$ cat src/rtl/usb_sie_pkg.sv
// Shared USB SIE receive definitions: byte-stream control codes, STOP status bits,
// PID type encodings, decoder FSM states and the per-type length rule.
package usb_sie_pkg;

  localparam logic [7:0] CTRL_START  = 8'h00;
  localparam logic [7:0] CTRL_STOP   = 8'h01;
  localparam logic [7:0] CTRL_STREAM = 8'h02;

  localparam int STAT_CRC_BIT   = 0;
  localparam int STAT_STUFF_BIT = 1;

  typedef enum logic [1:0] {
    PT_SPECIAL   = 2'b00,
    PT_TOKEN     = 2'b01,
    PT_HANDSHAKE = 2'b10,
    PT_DATA      = 2'b11
  } pid_type_e;

  typedef enum logic [1:0] {
    ST_IDLE = 2'd0,
    ST_PID  = 2'd1,
    ST_BODY = 2'd2,
    ST_DONE = 2'd3
  } state_e;

  // Body byte count excludes the PID byte; data counts include the two CRC16 bytes.
  function automatic logic length_bad(pid_type_e t, logic [7:0] n);
    case (t)
      PT_TOKEN:     return n != 8'd2;
      PT_HANDSHAKE: return n != 8'd0;
      PT_DATA:      return n < 8'd2;
      default:      return 1'b0;
    endcase
  endfunction

endpackage

$ cat src/rtl/usb_rx_packet_decoder_if.sv
// Byte-stream input and decoded-packet output bundle of the USB receive packet decoder.
interface usb_rx_packet_decoder_if;
  logic [7:0]  RxCtrlIn;
  logic [7:0]  RxDataIn;
  logic        RxDataInWEn;
  logic        pktDone;
  logic [3:0]  pid;
  logic        pidError;
  logic        crcError;
  logic        bitStuffError;
  logic        lengthError;
  logic        overflow;
  logic [6:0]  tokenAddr;
  logic [3:0]  tokenEndp;
  logic [10:0] frameNum;
  logic [6:0]  payloadLen;
  logic        bufWEn;
  logic [6:0]  bufAddr;
  logic [7:0]  bufData;

  modport master (
    output RxCtrlIn, RxDataIn, RxDataInWEn,
    input  pktDone, pid, pidError, crcError, bitStuffError, lengthError, overflow,
           tokenAddr, tokenEndp, frameNum, payloadLen, bufWEn, bufAddr, bufData
  );

  modport slave (
    input  RxCtrlIn, RxDataIn, RxDataInWEn,
    output pktDone, pid, pidError, crcError, bitStuffError, lengthError, overflow,
           tokenAddr, tokenEndp, frameNum, payloadLen, bufWEn, bufAddr, bufData
  );
endinterface

$ cat src/rtl/usb_rx_payload_holdback.sv
// Two-byte holdback for data packets: a byte is written only once two newer bytes
// exist, so the trailing CRC16 pair is never written to the payload buffer.
module usb_rx_payload_holdback #(
  parameter int MAX_PAYLOAD = 64
) (
  input  logic       clk,
  input  logic       rst,
  input  logic       clear_i,
  input  logic       push_i,
  input  logic [7:0] data_i,
  output logic       buf_wen_o,
  output logic [6:0] buf_addr_o,
  output logic [7:0] buf_data_o,
  output logic [6:0] payload_len_o,
  output logic       overflow_o
);

  localparam logic [6:0] MAX_LEN = 7'(MAX_PAYLOAD);

  logic [1:0] held_q;
  logic [7:0] old_q;
  logic [7:0] new_q;
  logic [6:0] len_q;
  logic       wen_q;
  logic [6:0] addr_q;
  logic [7:0] wdata_q;
  logic       ovf_q;

  // NOTE: the holdback bytes are reset along with the counters so every output reads 0 after reset.
  always_ff @(posedge clk) begin
    if (rst || clear_i) begin
      held_q  <= 2'd0;
      old_q   <= 8'h00;
      new_q   <= 8'h00;
      len_q   <= 7'd0;
      wen_q   <= 1'b0;
      addr_q  <= 7'd0;
      wdata_q <= 8'h00;
      ovf_q   <= 1'b0;
    end else begin
      // NOTE: non-blocking assignments let old_q/new_q shift and wdata_q capture the pre-shift oldest byte in one edge.
      wen_q <= 1'b0;
      if (push_i) begin
        if (held_q == 2'd2) begin
          old_q <= new_q;
          new_q <= data_i;
          if (len_q == MAX_LEN) begin
            ovf_q <= 1'b1;
          end else begin
            wen_q   <= 1'b1;
            addr_q  <= len_q;
            wdata_q <= old_q;
            len_q   <= len_q + 7'd1;
          end
        end else begin
          if (held_q == 2'd0) old_q <= data_i;
          else                new_q <= data_i;
          held_q <= held_q + 2'd1;
        end
      end
    end
  end

  assign buf_wen_o     = wen_q;
  assign buf_addr_o    = addr_q;
  assign buf_data_o    = wdata_q;
  assign payload_len_o = len_q;
  assign overflow_o    = ovf_q;

endmodule

$ cat src/rtl/usb_rx_packet_decoder.sv
// USB receive packet decoder: frames START/STREAM/STOP byte strobes into packets,
// checks PID and length, decodes token/SOF fields and forwards data payload bytes.
module usb_rx_packet_decoder
  import usb_sie_pkg::*;
#(
  parameter int MAX_PAYLOAD = 64
) (
  input logic                     clk,
  input logic                     rst,
  usb_rx_packet_decoder_if.slave  bus
);

  state_e     state_q, state_d;
  logic       pkt_done;
  logic [3:0] pid_q;
  logic       pid_error_q;
  logic       crc_error_q;
  logic       stuff_error_q;
  logic       length_error_q;
  logic [6:0] token_addr_q;
  logic [3:0] token_endp_q;
  logic [10:0] frame_num_q;
  logic [7:0] byte_cnt_q;
  logic [7:0] b1_q;
  logic [2:0] b2_q;
  pid_type_e  pid_type;

  logic is_start, is_stop, is_stream, push;

  assign is_start  = bus.RxDataInWEn && (bus.RxCtrlIn == CTRL_START);
  assign is_stop   = bus.RxDataInWEn && (bus.RxCtrlIn == CTRL_STOP);
  assign is_stream = bus.RxDataInWEn && (bus.RxCtrlIn == CTRL_STREAM);
  assign pid_type  = pid_type_e'(pid_q[1:0]);
  assign push      = is_stream && (state_q == ST_BODY) && (pid_type == PT_DATA);

  always_ff @(posedge clk) begin
    if (rst) state_q <= ST_IDLE;
    else     state_q <= state_d;
  end

  // START is honoured in every state, so DONE behaves exactly like IDLE for a new strobe.
  always_comb begin
    // NOTE: assigning a default first keeps this combinational block free of inferred latches.
    state_d = state_q;
    case (state_q)
      ST_IDLE, ST_DONE: state_d = is_start ? ST_PID : ST_IDLE;
      ST_PID: begin
        if (is_start)       state_d = ST_PID;
        else if (is_stream) state_d = ST_BODY;
        else if (is_stop)   state_d = ST_DONE;
      end
      ST_BODY: begin
        if (is_start)     state_d = ST_PID;
        else if (is_stop) state_d = ST_DONE;
      end
      default: state_d = ST_IDLE;
    endcase
  end

  always_comb begin
    pkt_done = 1'b0;
    if (state_q == ST_DONE) pkt_done = 1'b1;
  end

  always_ff @(posedge clk) begin
    if (rst || is_start) begin
      pid_q          <= 4'h0;
      pid_error_q    <= 1'b0;
      crc_error_q    <= 1'b0;
      stuff_error_q  <= 1'b0;
      length_error_q <= 1'b0;
      token_addr_q   <= 7'd0;
      token_endp_q   <= 4'd0;
      frame_num_q    <= 11'd0;
      byte_cnt_q     <= 8'd0;
      b1_q           <= 8'h00;
      b2_q           <= 3'd0;
    end else begin
      if (state_q == ST_PID && is_stream) begin
        pid_q       <= bus.RxDataIn[3:0];
        pid_error_q <= bus.RxDataIn[7:4] != ~bus.RxDataIn[3:0];
      end
      if (state_q == ST_BODY && is_stream) begin
        byte_cnt_q <= (byte_cnt_q == 8'hFF) ? byte_cnt_q : byte_cnt_q + 8'd1;
        if (byte_cnt_q == 8'd0) b1_q <= bus.RxDataIn;
        if (byte_cnt_q == 8'd1) b2_q <= bus.RxDataIn[2:0];
      end
      if (is_stop && (state_q == ST_PID || state_q == ST_BODY)) begin
        crc_error_q   <= bus.RxDataIn[STAT_CRC_BIT];
        stuff_error_q <= bus.RxDataIn[STAT_STUFF_BIT];
        if (state_q == ST_PID) begin
          length_error_q <= 1'b1;
        end else begin
          length_error_q <= length_bad(pid_type, byte_cnt_q);
          if (pid_type == PT_TOKEN) begin
            token_addr_q <= b1_q[6:0];
            token_endp_q <= {b2_q, b1_q[7]};
            frame_num_q  <= {b2_q, b1_q};
          end
        end
      end
    end
  end

  logic       hb_wen;
  logic [6:0] hb_addr;
  logic [7:0] hb_data;
  logic [6:0] hb_len;
  logic       hb_ovf;

  usb_rx_payload_holdback #(.MAX_PAYLOAD(MAX_PAYLOAD)) u_holdback (
    .clk           (clk),
    .rst           (rst),
    .clear_i       (is_start),
    .push_i        (push),
    .data_i        (bus.RxDataIn),
    .buf_wen_o     (hb_wen),
    .buf_addr_o    (hb_addr),
    .buf_data_o    (hb_data),
    .payload_len_o (hb_len),
    .overflow_o    (hb_ovf)
  );

  assign bus.pktDone       = pkt_done;
  assign bus.pid           = pid_q;
  assign bus.pidError      = pid_error_q;
  assign bus.crcError      = crc_error_q;
  assign bus.bitStuffError = stuff_error_q;
  assign bus.lengthError   = length_error_q;
  assign bus.overflow      = hb_ovf;
  assign bus.tokenAddr     = token_addr_q;
  assign bus.tokenEndp     = token_endp_q;
  assign bus.frameNum      = frame_num_q;
  assign bus.payloadLen    = hb_len;
  assign bus.bufWEn        = hb_wen;
  assign bus.bufAddr       = hb_addr;
  assign bus.bufData       = hb_data;

endmodule

$ cat src/flat_wrapper.sv
// flat-port wrapper written by rule: the top's interface ports become plain ports
module usb_rx_packet_decoder_flat import usb_sie_pkg::*;
#(
  parameter int MAX_PAYLOAD = 64
)
  (clk, rst, bus_RxCtrlIn, bus_RxDataIn, bus_RxDataInWEn, bus_pktDone, bus_pid, bus_pidError, bus_crcError, bus_bitStuffError, bus_lengthError, bus_overflow, bus_tokenAddr, bus_tokenEndp, bus_frameNum, bus_payloadLen, bus_bufWEn, bus_bufAddr, bus_bufData);
  usb_rx_packet_decoder_if bus_i ();
  input logic clk;
  input logic rst;
  input wire logic [$bits(bus_i.RxCtrlIn)-1:0] bus_RxCtrlIn;
  input wire logic [$bits(bus_i.RxDataIn)-1:0] bus_RxDataIn;
  input wire logic [$bits(bus_i.RxDataInWEn)-1:0] bus_RxDataInWEn;
  output wire logic [$bits(bus_i.pktDone)-1:0] bus_pktDone;
  output wire logic [$bits(bus_i.pid)-1:0] bus_pid;
  output wire logic [$bits(bus_i.pidError)-1:0] bus_pidError;
  output wire logic [$bits(bus_i.crcError)-1:0] bus_crcError;
  output wire logic [$bits(bus_i.bitStuffError)-1:0] bus_bitStuffError;
  output wire logic [$bits(bus_i.lengthError)-1:0] bus_lengthError;
  output wire logic [$bits(bus_i.overflow)-1:0] bus_overflow;
  output wire logic [$bits(bus_i.tokenAddr)-1:0] bus_tokenAddr;
  output wire logic [$bits(bus_i.tokenEndp)-1:0] bus_tokenEndp;
  output wire logic [$bits(bus_i.frameNum)-1:0] bus_frameNum;
  output wire logic [$bits(bus_i.payloadLen)-1:0] bus_payloadLen;
  output wire logic [$bits(bus_i.bufWEn)-1:0] bus_bufWEn;
  output wire logic [$bits(bus_i.bufAddr)-1:0] bus_bufAddr;
  output wire logic [$bits(bus_i.bufData)-1:0] bus_bufData;
  assign bus_i.RxCtrlIn = bus_RxCtrlIn;
  assign bus_i.RxDataIn = bus_RxDataIn;
  assign bus_i.RxDataInWEn = bus_RxDataInWEn;
  assign bus_pktDone = bus_i.pktDone;
  assign bus_pid = bus_i.pid;
  assign bus_pidError = bus_i.pidError;
  assign bus_crcError = bus_i.crcError;
  assign bus_bitStuffError = bus_i.bitStuffError;
  assign bus_lengthError = bus_i.lengthError;
  assign bus_overflow = bus_i.overflow;
  assign bus_tokenAddr = bus_i.tokenAddr;
  assign bus_tokenEndp = bus_i.tokenEndp;
  assign bus_frameNum = bus_i.frameNum;
  assign bus_payloadLen = bus_i.payloadLen;
  assign bus_bufWEn = bus_i.bufWEn;
  assign bus_bufAddr = bus_i.bufAddr;
  assign bus_bufData = bus_i.bufData;
  usb_rx_packet_decoder #(.MAX_PAYLOAD(MAX_PAYLOAD)) u_core (.clk(clk), .rst(rst), .bus(bus_i));
endmodule
$ cat config.mk
export PLATFORM = sky130hd
export DESIGN_NAME = usb_rx_packet_decoder_flat
export DESIGN_NICKNAME = d
export VERILOG_FILES = /design/src/rtl/usb_sie_pkg.sv /design/src/rtl/usb_rx_packet_decoder_if.sv /design/src/rtl/usb_rx_payload_holdback.sv /design/src/rtl/usb_rx_packet_decoder.sv /design/src/flat_wrapper.sv
export SDC_FILE = /design/constraint.sdc
export NUM_CORES = 1
export LEC_CHECK = 0
export ABC_CLOCK_PERIOD_IN_PS = 2700
export BUFFER_PORTS_ARGS = -buffer_cell sky130_fd_sc_hd__buf_4
export CORE_UTILIZATION = 45
export CTS_BUF_LIST = sky130_fd_sc_hd__clkbuf_16
export DETAILED_ROUTE_END_ITERATION = 16
export HOLD_SLACK_MARGIN = 0.15
export PLACE_DENSITY = 0.67
export SETUP_SLACK_MARGIN = 0.3
export SLEW_MARGIN = 20
export SYNTH_ARGS = -nofsm -noshare
export SYNTH_HDL_FRONTEND = slang
export SYNTH_HIERARCHICAL = 1
export SYNTH_SLANG_ARGS = --single-unit
export TNS_END_PERCENT = 5
$ cat constraint.sdc
create_clock -name clk -period 2.7 [get_ports clk]
set_input_delay 0.54 -clock clk [delete_from_list [all_inputs] [get_ports clk]]
set_output_delay 0.54 -clock clk [all_outputs]
set_load 0.02 [all_outputs]
==> flow_metrics.env, run 1 <==
export IMPL_worstPathRequired_ns=2.96
export IMPL_final_util_pct=58.6
export IMPL_p_comb_share_pct=3.3
export IMPL_ys_flop_type="dfxtp_1"
export IMPL_yosysWarnings=6
export IMPL_grt_overflow=0
export IMPL_syn_area_per_cell_um2=9.17
export IMPL_grt_pass1_wl_um=13100
export IMPL_dpl_hpwl_um=5730
export IMPL_htree_levels=3
export IMPL_timing_rr_end="u_core/u_holdback/buf_data_o[7]$_SDFFE_PP0P_"
export IMPL_power_switching_mw=0.512
export IMPL_status="completed"
export IMPL_num_rows=32
export IMPL_rrSetupSlack_ns=0.50
export IMPL_drc=0
export IMPL_crit_chain="ha_1, nor2b_1, nand4_1, nor2_1, nand2_1, o21ba_1, buf_4, mux2i_1"
export IMPL_cts_buffers_inserted=9
export IMPL_io_buffer_count=73
export IMPL_grt_max_degree=32
export IMPL_synth_largest_area_cell="dfxtp_1"
export IMPL_grt_pass1_vias=2852
export IMPL_tightest_slew_ns=0.593
export IMPL_relSlewSlack_pct=60.1
export IMPL_crit_type="reg2reg"
export IMPL_post_cts_buffers=0
export IMPL_min_to="u_core/state_q[0]$_SDFF_PP0_"
export IMPL_r2r_cells=8
export IMPL_synth_seq_cells=82
export IMPL_numClockSinks=82
export IMPL_synth_cell_types=50
export IMPL_detail_route_wl_per_cell_um=13.8
export IMPL_synth_simple_area_share_pct=18.9
export IMPL_avgViaCountPerCell=5.27
export IMPL_synth_top_cells_by_area="dfxtp_1 (44%), mux2i_1 (13%), nor2_1 (4.4%)"
export IMPL_dr_pass1_iters=4
export IMPL_synth_nets=441
export IMPL_cp_end_kind="flop"
export IMPL_drt_iter0_markers=87
export IMPL_postSynthCellCount=410
export IMPL_nets=502
export IMPL_gp_congestion=0.792
export IMPL_tns_ns=0
export IMPL_path_delay_family="simple AND/OR/NAND/NOR gates"
export IMPL_clockRootBuffer="clkbuf_16"
export IMPL_internal_power_mw=1.95
export IMPL_post_route_period_util_pct=81.4
export IMPL_synth_compound_area_share_pct=12.9
export IMPL_n_antenna_cell=0
export IMPL_synthXorXnorAreaFrac_pct=1.16
export IMPL_slowest_stage="dfxtp_1"
export IMPL_synth_mux_area_share_pct=12.5
export IMPL_hold_path_class="in2reg"
export IMPL_area_growth_syn_to_layout_pct=22.9
export IMPL_path_depth=8
export IMPL_cellLeakagePower_nw=1.89
export IMPL_dieArea_um2=8730
export IMPL_clk_pin_slew_ns=0.06
export IMPL_core_um2=7890
export IMPL_min_delay_start="rst"
export IMPL_final_max_slew_viol_count=0
export IMPL_hold_violations=0
export IMPL_ios=74
export IMPL_cts_buffer_depth=2
export IMPL_wl_um=7980
export IMPL_synthArstFlopShare_pct=0
export IMPL_setup_violations=0
export IMPL_r2r_start="u_core/state_q[1]$_SDFF_PP0_"
export IMPL_die_h_um=93.4
export IMPL_min_period_ns=2.20
export IMPL_die_x_um=93.4
export IMPL_antenna_found_initial=0
export IMPL_synthAdderAreaFrac_pct=3.99
export IMPL_synth_edf_count=0
export IMPL_cts_resized=0
export IMPL_synth_top_cell_area_share_pct=43.6
export IMPL_whs_path_depth=2
export IMPL_grt_use_total_pct=19.1
export IMPL_peakVddDrop_uv=322
export IMPL_floorplan_initialDensity_pct=47.7
export IMPL_clk_latency_ns=0.33
export IMPL_cap_violations=0
export IMPL_p_seq_share_pct=49.2
export IMPL_switching_share_pct=20.8
export IMPL_power_share_clock_pct=47.5
export IMPL_synth_top_family_by_area="simple AND/OR/NAND/NOR gates"
export IMPL_fin_skew_ns=0.00577
export IMPL_cellPowerDensity_nw_per_um2=533
export IMPL_ant_nets=0
export IMPL_critPathMaxStageDelay_ns=0.37
export IMPL_ys_seq_area_share_pct=43.6
export IMPL_crit_arrival_ns=2.45
export IMPL_path_buf_inv=1
export IMPL_final_layout_size_suffix_gt1_share_pct=23.3
export IMPL_startpoint_type="flop"
export IMPL_fmax_ghz=0.455
export IMPL_cts_tree="built"
export IMPL_grt_setup_unrepaired="false"
export IMPL_netlist_area_um2=3760
export IMPL_hold_buffers=0
export IMPL_vias=3046
export IMPL_crit_fanout=14
-- cell usage after synthesis (all sizes together), types with 8 or more instances --
| cell | instances |
|---|---|
| nand3 | 22 |
| nor2 | 44 |
| clkbuf | 13 |
| ha | 12 |
| buf | 22 |
| mux2i | 47 |
| inv | 13 |
| nand4 | 8 |
| dfxtp | 82 |
| nand2 | 35 |
| a211oi | 10 |
| a21oi | 23 |
| o21ai | 16 |
-- cell usage in the layout, fill, tap and decap left out, types with 2 or more instances in the layout --
cell type,Yosys,layout
and3_1,5,5
a31oi_1,2,2
ha_1,12,12
nand2_1,35,35
or3_1,3,3
clkinvlp_4,0,2
nand4_1,7,7
mux2i_1,47,47
nand3_1,22,22
o21ai_0,15,15
clkbuf_16,0,9
nor2b_1,5,5
o31ai_1,5,5
nor2_1,44,43
inv_1,13,15
or4_1,4,4
xor2_1,4,4
nor3_1,4,4
a41o_1,2,2
a31o_2,2,2
a21oi_1,23,23
buf_4,12,84
and4_1,4,4
dfxtp_1,82,82
a211oi_1,10,10
clkinv_2,0,2
o22ai_1,2,2
-- layout make-up --
type	count	area (µm²)
Multi-Input combinational cell	280	1860
Timing Repair Buffer	85	651
Clock inverter	7	62.6
Tap cell	102	128
Fill cell	692	3270
Clock buffer	9	225
Sequential cell	82	1640
Inverter	13	48.8
-- layer usage --
metal / share of wire, % / track usage [%] / wire (µm) / vias up
li1: - / - / - / 1561
met1: 46 / 23.4 / 3630 / 1403
met5: 0 / 0 / 0 / -
met3: 4.6 / 4.96 / 370 / 6
met4: 1.0 / 6.03 / 82 / 0
met2: 49 / 32.6 / 3890 / 76
-- worst max-delay path by stage --
| stage | startpoint | to | slack [ns] |
|---|---|---|---|
| floorplan | bus_RxCtrlIn[4] | u_core/u_holdback/new_q[0]$_SDFFE_PP0P_ | 0.37 |
| global placement | bus_RxCtrlIn[4] | u_core/u_holdback/buf_addr_o[6]$_SDFFE_PP0P_ | 0.44 |
| detailed placement | bus_RxCtrlIn[4] | u_core/u_holdback/old_q[5]$_SDFFE_PP0P_ | 0.34 |
| CTS | u_core/state_q[1]$_SDFF_PP0_ | u_core/u_holdback/old_q[5]$_SDFFE_PP0P_ | 0.51 |
| global route | u_core/state_q[0]$_SDFF_PP0_ | u_core/u_holdback/buf_data_o[7]$_SDFFE_PP0P_ | 0.32 |
| finish | u_core/state_q[1]$_SDFF_PP0_ | u_core/u_holdback/buf_data_o[7]$_SDFFE_PP0P_ | 0.50 |
-- power by group through the flow --
stage	registers [mW]	clock network (mW)	logic, mW
floorplan	1.24	0	0.0354
global placement	1.24	0	0.0819
detailed placement	1.24	0	0.0827
CTS	1.21	1.20	0.0828
global route	1.21	1.25	0.0895
finish	1.21	1.17	0.0823
-- per-stage QoR --
step                      instance area [µm²]  hold WS [ns]  std cells  setup WS (ns)  power, mW
after detailed placement                 4330         0.451        562          0.343       1.32
final                                    4620         0.424        578          0.503       2.46
after global placement                   4330         0.444        562          0.442       1.32
after CTS                                4620         0.409        578          0.510       2.49
after global routing                     4620         0.420        578          0.324       2.55
after floorplan                          3760         0.438        410          0.366       1.27
-- kinds of logic (layout without fill, tap and decap cells) --
group,Yosys count,after routing
and+or+nand+nor,141,141
muxes,47,47
adders and majority gates,12,12
buffers and inverters,48,114
AOI/OAI and AO/OA,75,75
DFF,82,82
xor gates and xnor gates,5,5
-- registers in the layout (all words and copies together) (netlist names) --
name,count
u_core/bus.tokenEndp,4
u_core/u_holdback/held_q,2
u_core/u_holdback/buf_data_o,8
u_core/bus.crcError,1
u_core/bus.bitStuffError,1
u_core/state_q,2
u_core/u_holdback/payload_len_o,7
u_core/u_holdback/buf_addr_o,7
u_core/b1_q,8
u_core/u_holdback/overflow_o,1
u_core/u_holdback/old_q,8
u_core/bus.pidError,1
u_core/b2_q,3
u_core/u_holdback/new_q,8
u_core/bus.lengthError,1
u_core/bus.pid,4
u_core/u_holdback/buf_wen_o,1
u_core/bus.tokenAddr,6
u_core/byte_cnt_q,8
u_core/bus.frameNum,1
Note: power is estimated with default switching activity, not from simulation.
==> inputs of run 2 (changes only) <==
--- a/config.mk
+++ b/config.mk
@@ -5,13 +5,13 @@
 export SDC_FILE = /design/constraint.sdc
 export NUM_CORES = 1
 export LEC_CHECK = 0
-export ABC_CLOCK_PERIOD_IN_PS = 2700
+export ABC_CLOCK_PERIOD_IN_PS = 1900
 export BUFFER_PORTS_ARGS = -buffer_cell sky130_fd_sc_hd__buf_4
 export CORE_UTILIZATION = 45
 export CTS_BUF_LIST = sky130_fd_sc_hd__clkbuf_16
 export DETAILED_ROUTE_END_ITERATION = 16
 export HOLD_SLACK_MARGIN = 0.15
-export PLACE_DENSITY = 0.67
+export PLACE_DENSITY = 0.7
 export SETUP_SLACK_MARGIN = 0.3
 export SLEW_MARGIN = 20
 export SYNTH_ARGS = -nofsm -noshare
==> constraint.sdc (replaced) <==
create_clock -name clk -period 1.9 [get_ports clk]
set_input_delay 0.38 -clock clk [delete_from_list [all_inputs] [get_ports clk]]
set_output_delay 0.38 -clock clk [all_outputs]
set_load 0.02 [all_outputs]
==> run 2 against run 1 <==
Non-clock buffer count rose by 19; die area unchanged; clock skew is 0.00066 ns lower; combinational power up 58%; global-route usage is 2.5 points higher; via count is 5.0% higher; setup slack worse by 0.39 ns; highest routed layer unchanged; design area is 7.1% higher; first-iteration DRC count increased by 30%; cell count rose by 3.5%; largest power group is now the clock network.
==> flow_metrics.env, run 2 (synthesis gave the netlist of run 1 again) <==
export IMPL_status="completed"
export IMPL_multi_input_comb_area_um2=1970
export IMPL_nFillCells=664
export IMPL_hold_violations=0
export IMPL_floorplan_initialDensity_pct=47.7
export IMPL_avgViaCountPerCell=5.35
export IMPL_vias=3199
export IMPL_tns_ns=0
export IMPL_wl_um=9010
export IMPL_fmax_ghz=0.560
export IMPL_drc=0
export IMPL_peakVddDrop_uv=561
export IMPL_grt_pass1_vias=3117
export IMPL_grt_overflow=0
export IMPL_regArea_um2=1640
export IMPL_grt_max_degree=40
export IMPL_tightest_slew_ns=0.416
export IMPL_r2r_start="u_core/state_q[0]$_SDFF_PP0_"
export IMPL_cp_end_kind="flop"
export IMPL_die_x_um=93.4
export IMPL_final_max_slew_viol_count=0
export IMPL_crit_type="reg2reg"
export IMPL_crit_arrival_ns=2.00
export IMPL_final_layout_size_suffix_gt1_share_pct=30.2
export IMPL_whs_path_depth=2
export IMPL_worstPathRequired_ns=2.11
export IMPL_hold_path_class="in2reg"
export IMPL_placed_area_um2=4510
export IMPL_ant_nets=0
export IMPL_r2r_cells=9
export IMPL_min_delay_start="rst"
export IMPL_htree_levels=3
export IMPL_clk_latency_ns=0.33
export IMPL_drt_iter0_markers=113
export IMPL_clk_pin_slew_ns=0.06
export IMPL_min_period_ns=1.79
export IMPL_critPathMaxStageDelay_ns=0.33
export IMPL_relSlewSlack_pct=72.1
export IMPL_gp_congestion=0.828
export IMPL_die_h_um=93.4
export IMPL_io_buffer_count=73
export IMPL_antenna_found_initial=0
export IMPL_dieArea_um2=8730
export IMPL_detail_route_wl_per_cell_um=15.1
export IMPL_grt_use_total_pct=21.6
export IMPL_path_buf_inv=2
export IMPL_dr_pass1_iters=4
export IMPL_final_util_pct=62.7
export IMPL_post_route_period_util_pct=94.0
export IMPL_timing_rr_end="u_core/u_holdback/payload_len_o[5]$_SDFFE_PP0P_"
export IMPL_hold_buffers=0
export IMPL_cts_tree="built"
export IMPL_grt_pass1_wl_um=14700
export IMPL_cts_buffer_depth=2
export IMPL_min_to="u_core/state_q[0]$_SDFF_PP0_"
export IMPL_ios=74
export IMPL_rrSetupSlack_ns=0.11
export IMPL_path_delay_family="simple AND/OR/NAND/NOR gates"
export IMPL_slowest_stage="dfxtp_2"
export IMPL_cap_violations=0
export IMPL_cellLeakagePower_nw=2.03
export IMPL_n_antenna_cell=0
export IMPL_crit_chain="inv_2, ha_4, nor2b_4, nand4_1, nor2_4, nand2_4, buf_4, o31ai_2, a21oi_2"
export IMPL_final_common_cell="buf_4"
export IMPL_startpoint_type="flop"
export IMPL_nets=522
export IMPL_layout_common_cells="buf_4 (99), dfxtp_1 (80), mux2i_1 (46)"
export IMPL_clockRootBuffer="clkbuf_16"
export IMPL_crit_fanout=8
export IMPL_core_um2=7890
export IMPL_cts_buffers_inserted=9
export IMPL_dpl_hpwl_um=6000
export IMPL_num_rows=32
export IMPL_stdcell_area_um2=4950
export IMPL_grt_setup_unrepaired="true"
export IMPL_area_growth_syn_to_layout_pct=31.5
export IMPL_power_mw=3.70
export IMPL_cellPowerDensity_nw_per_um2=748
export IMPL_numClockSinks=82
export IMPL_setup_violations=0
export IMPL_fin_skew_ns=0.00511
[run 2: how the worst max path moves through the flow]
stage | from | endpoint | slack, ns | depth (start not counted)
6_report | u_core/state_q[0]$_SDFF_PP0_ | u_core/u_holdback/payload_len_o[5]$_SDFFE_PP0P_ | 0.11 | 9
5_1_grt | u_core/state_q[0]$_SDFF_PP0_ | u_core/u_holdback/payload_len_o[5]$_SDFFE_PP0P_ | 0.005 | 9
4_1_cts | u_core/state_q[0]$_SDFF_PP0_ | u_core/u_holdback/new_q[2]$_SDFFE_PP0P_ | 0.1 | 9
3_5_place_dp | bus_RxCtrlIn[6] | u_core/u_holdback/payload_len_o[5]$_SDFFE_PP0P_ | -0.14 | 7
3_3_place_gp | bus_RxCtrlIn[6] | u_core/u_holdback/payload_len_o[5]$_SDFFE_PP0P_ | -0.06 | 7
2_1_floorplan | bus_RxCtrlIn[6] | u_core/u_holdback/buf_data_o[0]$_SDFFE_PP0P_ | -0.10 | 8
[run 2: layout make-up]
cell class | instances | share of cell area (%)
clock buffers | 9 | 4.55
clock inverters | 7 | 1.90
inverters | 13 | 0.986
multi-input cells | 281 | 39.8
flip-flops and latches | 82 | 33.2
well taps | 102 | 2.58
repair buffers | 104 | 16.9
[run 2: layer usage]
metal / GRT usage, % / wire (µm) / vias up
li1: - / - / 1612
met1: 25.2 / 3940 / 1500
met2: 38.4 / 4600 / 78
met3: 5.53 / 355 / 9
met4: 6.79 / 124 / 0
met5: 0 / 0 / -
[run 2: timing repair]
action / 4_1_cts / 5_1_grt
pin swaps: 8 / 5
buffers inserted: 2 / 1
gates cloned: 1 / 0
endpoints found under the setup margin: 54 / 69
resized for setup: 10 / 11
endpoints found under the hold margin: 0 / 0
[run 2: stage by stage]
step	instances	setup slack [ns]	hold WS [ns]
2_1_floorplan	410	-0.100	0.438
3_3_place_gp	578	-0.0648	0.442
3_5_place_dp	578	-0.141	0.452
4_1_cts	597	0.0958	0.243
5_1_grt	598	0.00457	0.252
6_report	598	0.114	0.257
[run 2: report_power, final]
group	internal, mW	switching [mW]	leakage, nW
clock	1.15	0.703	0.157
combinational	0.0542	0.0761	1.21
sequential	1.72	0.0000186	0.661
total	2.92	0.779	2.03
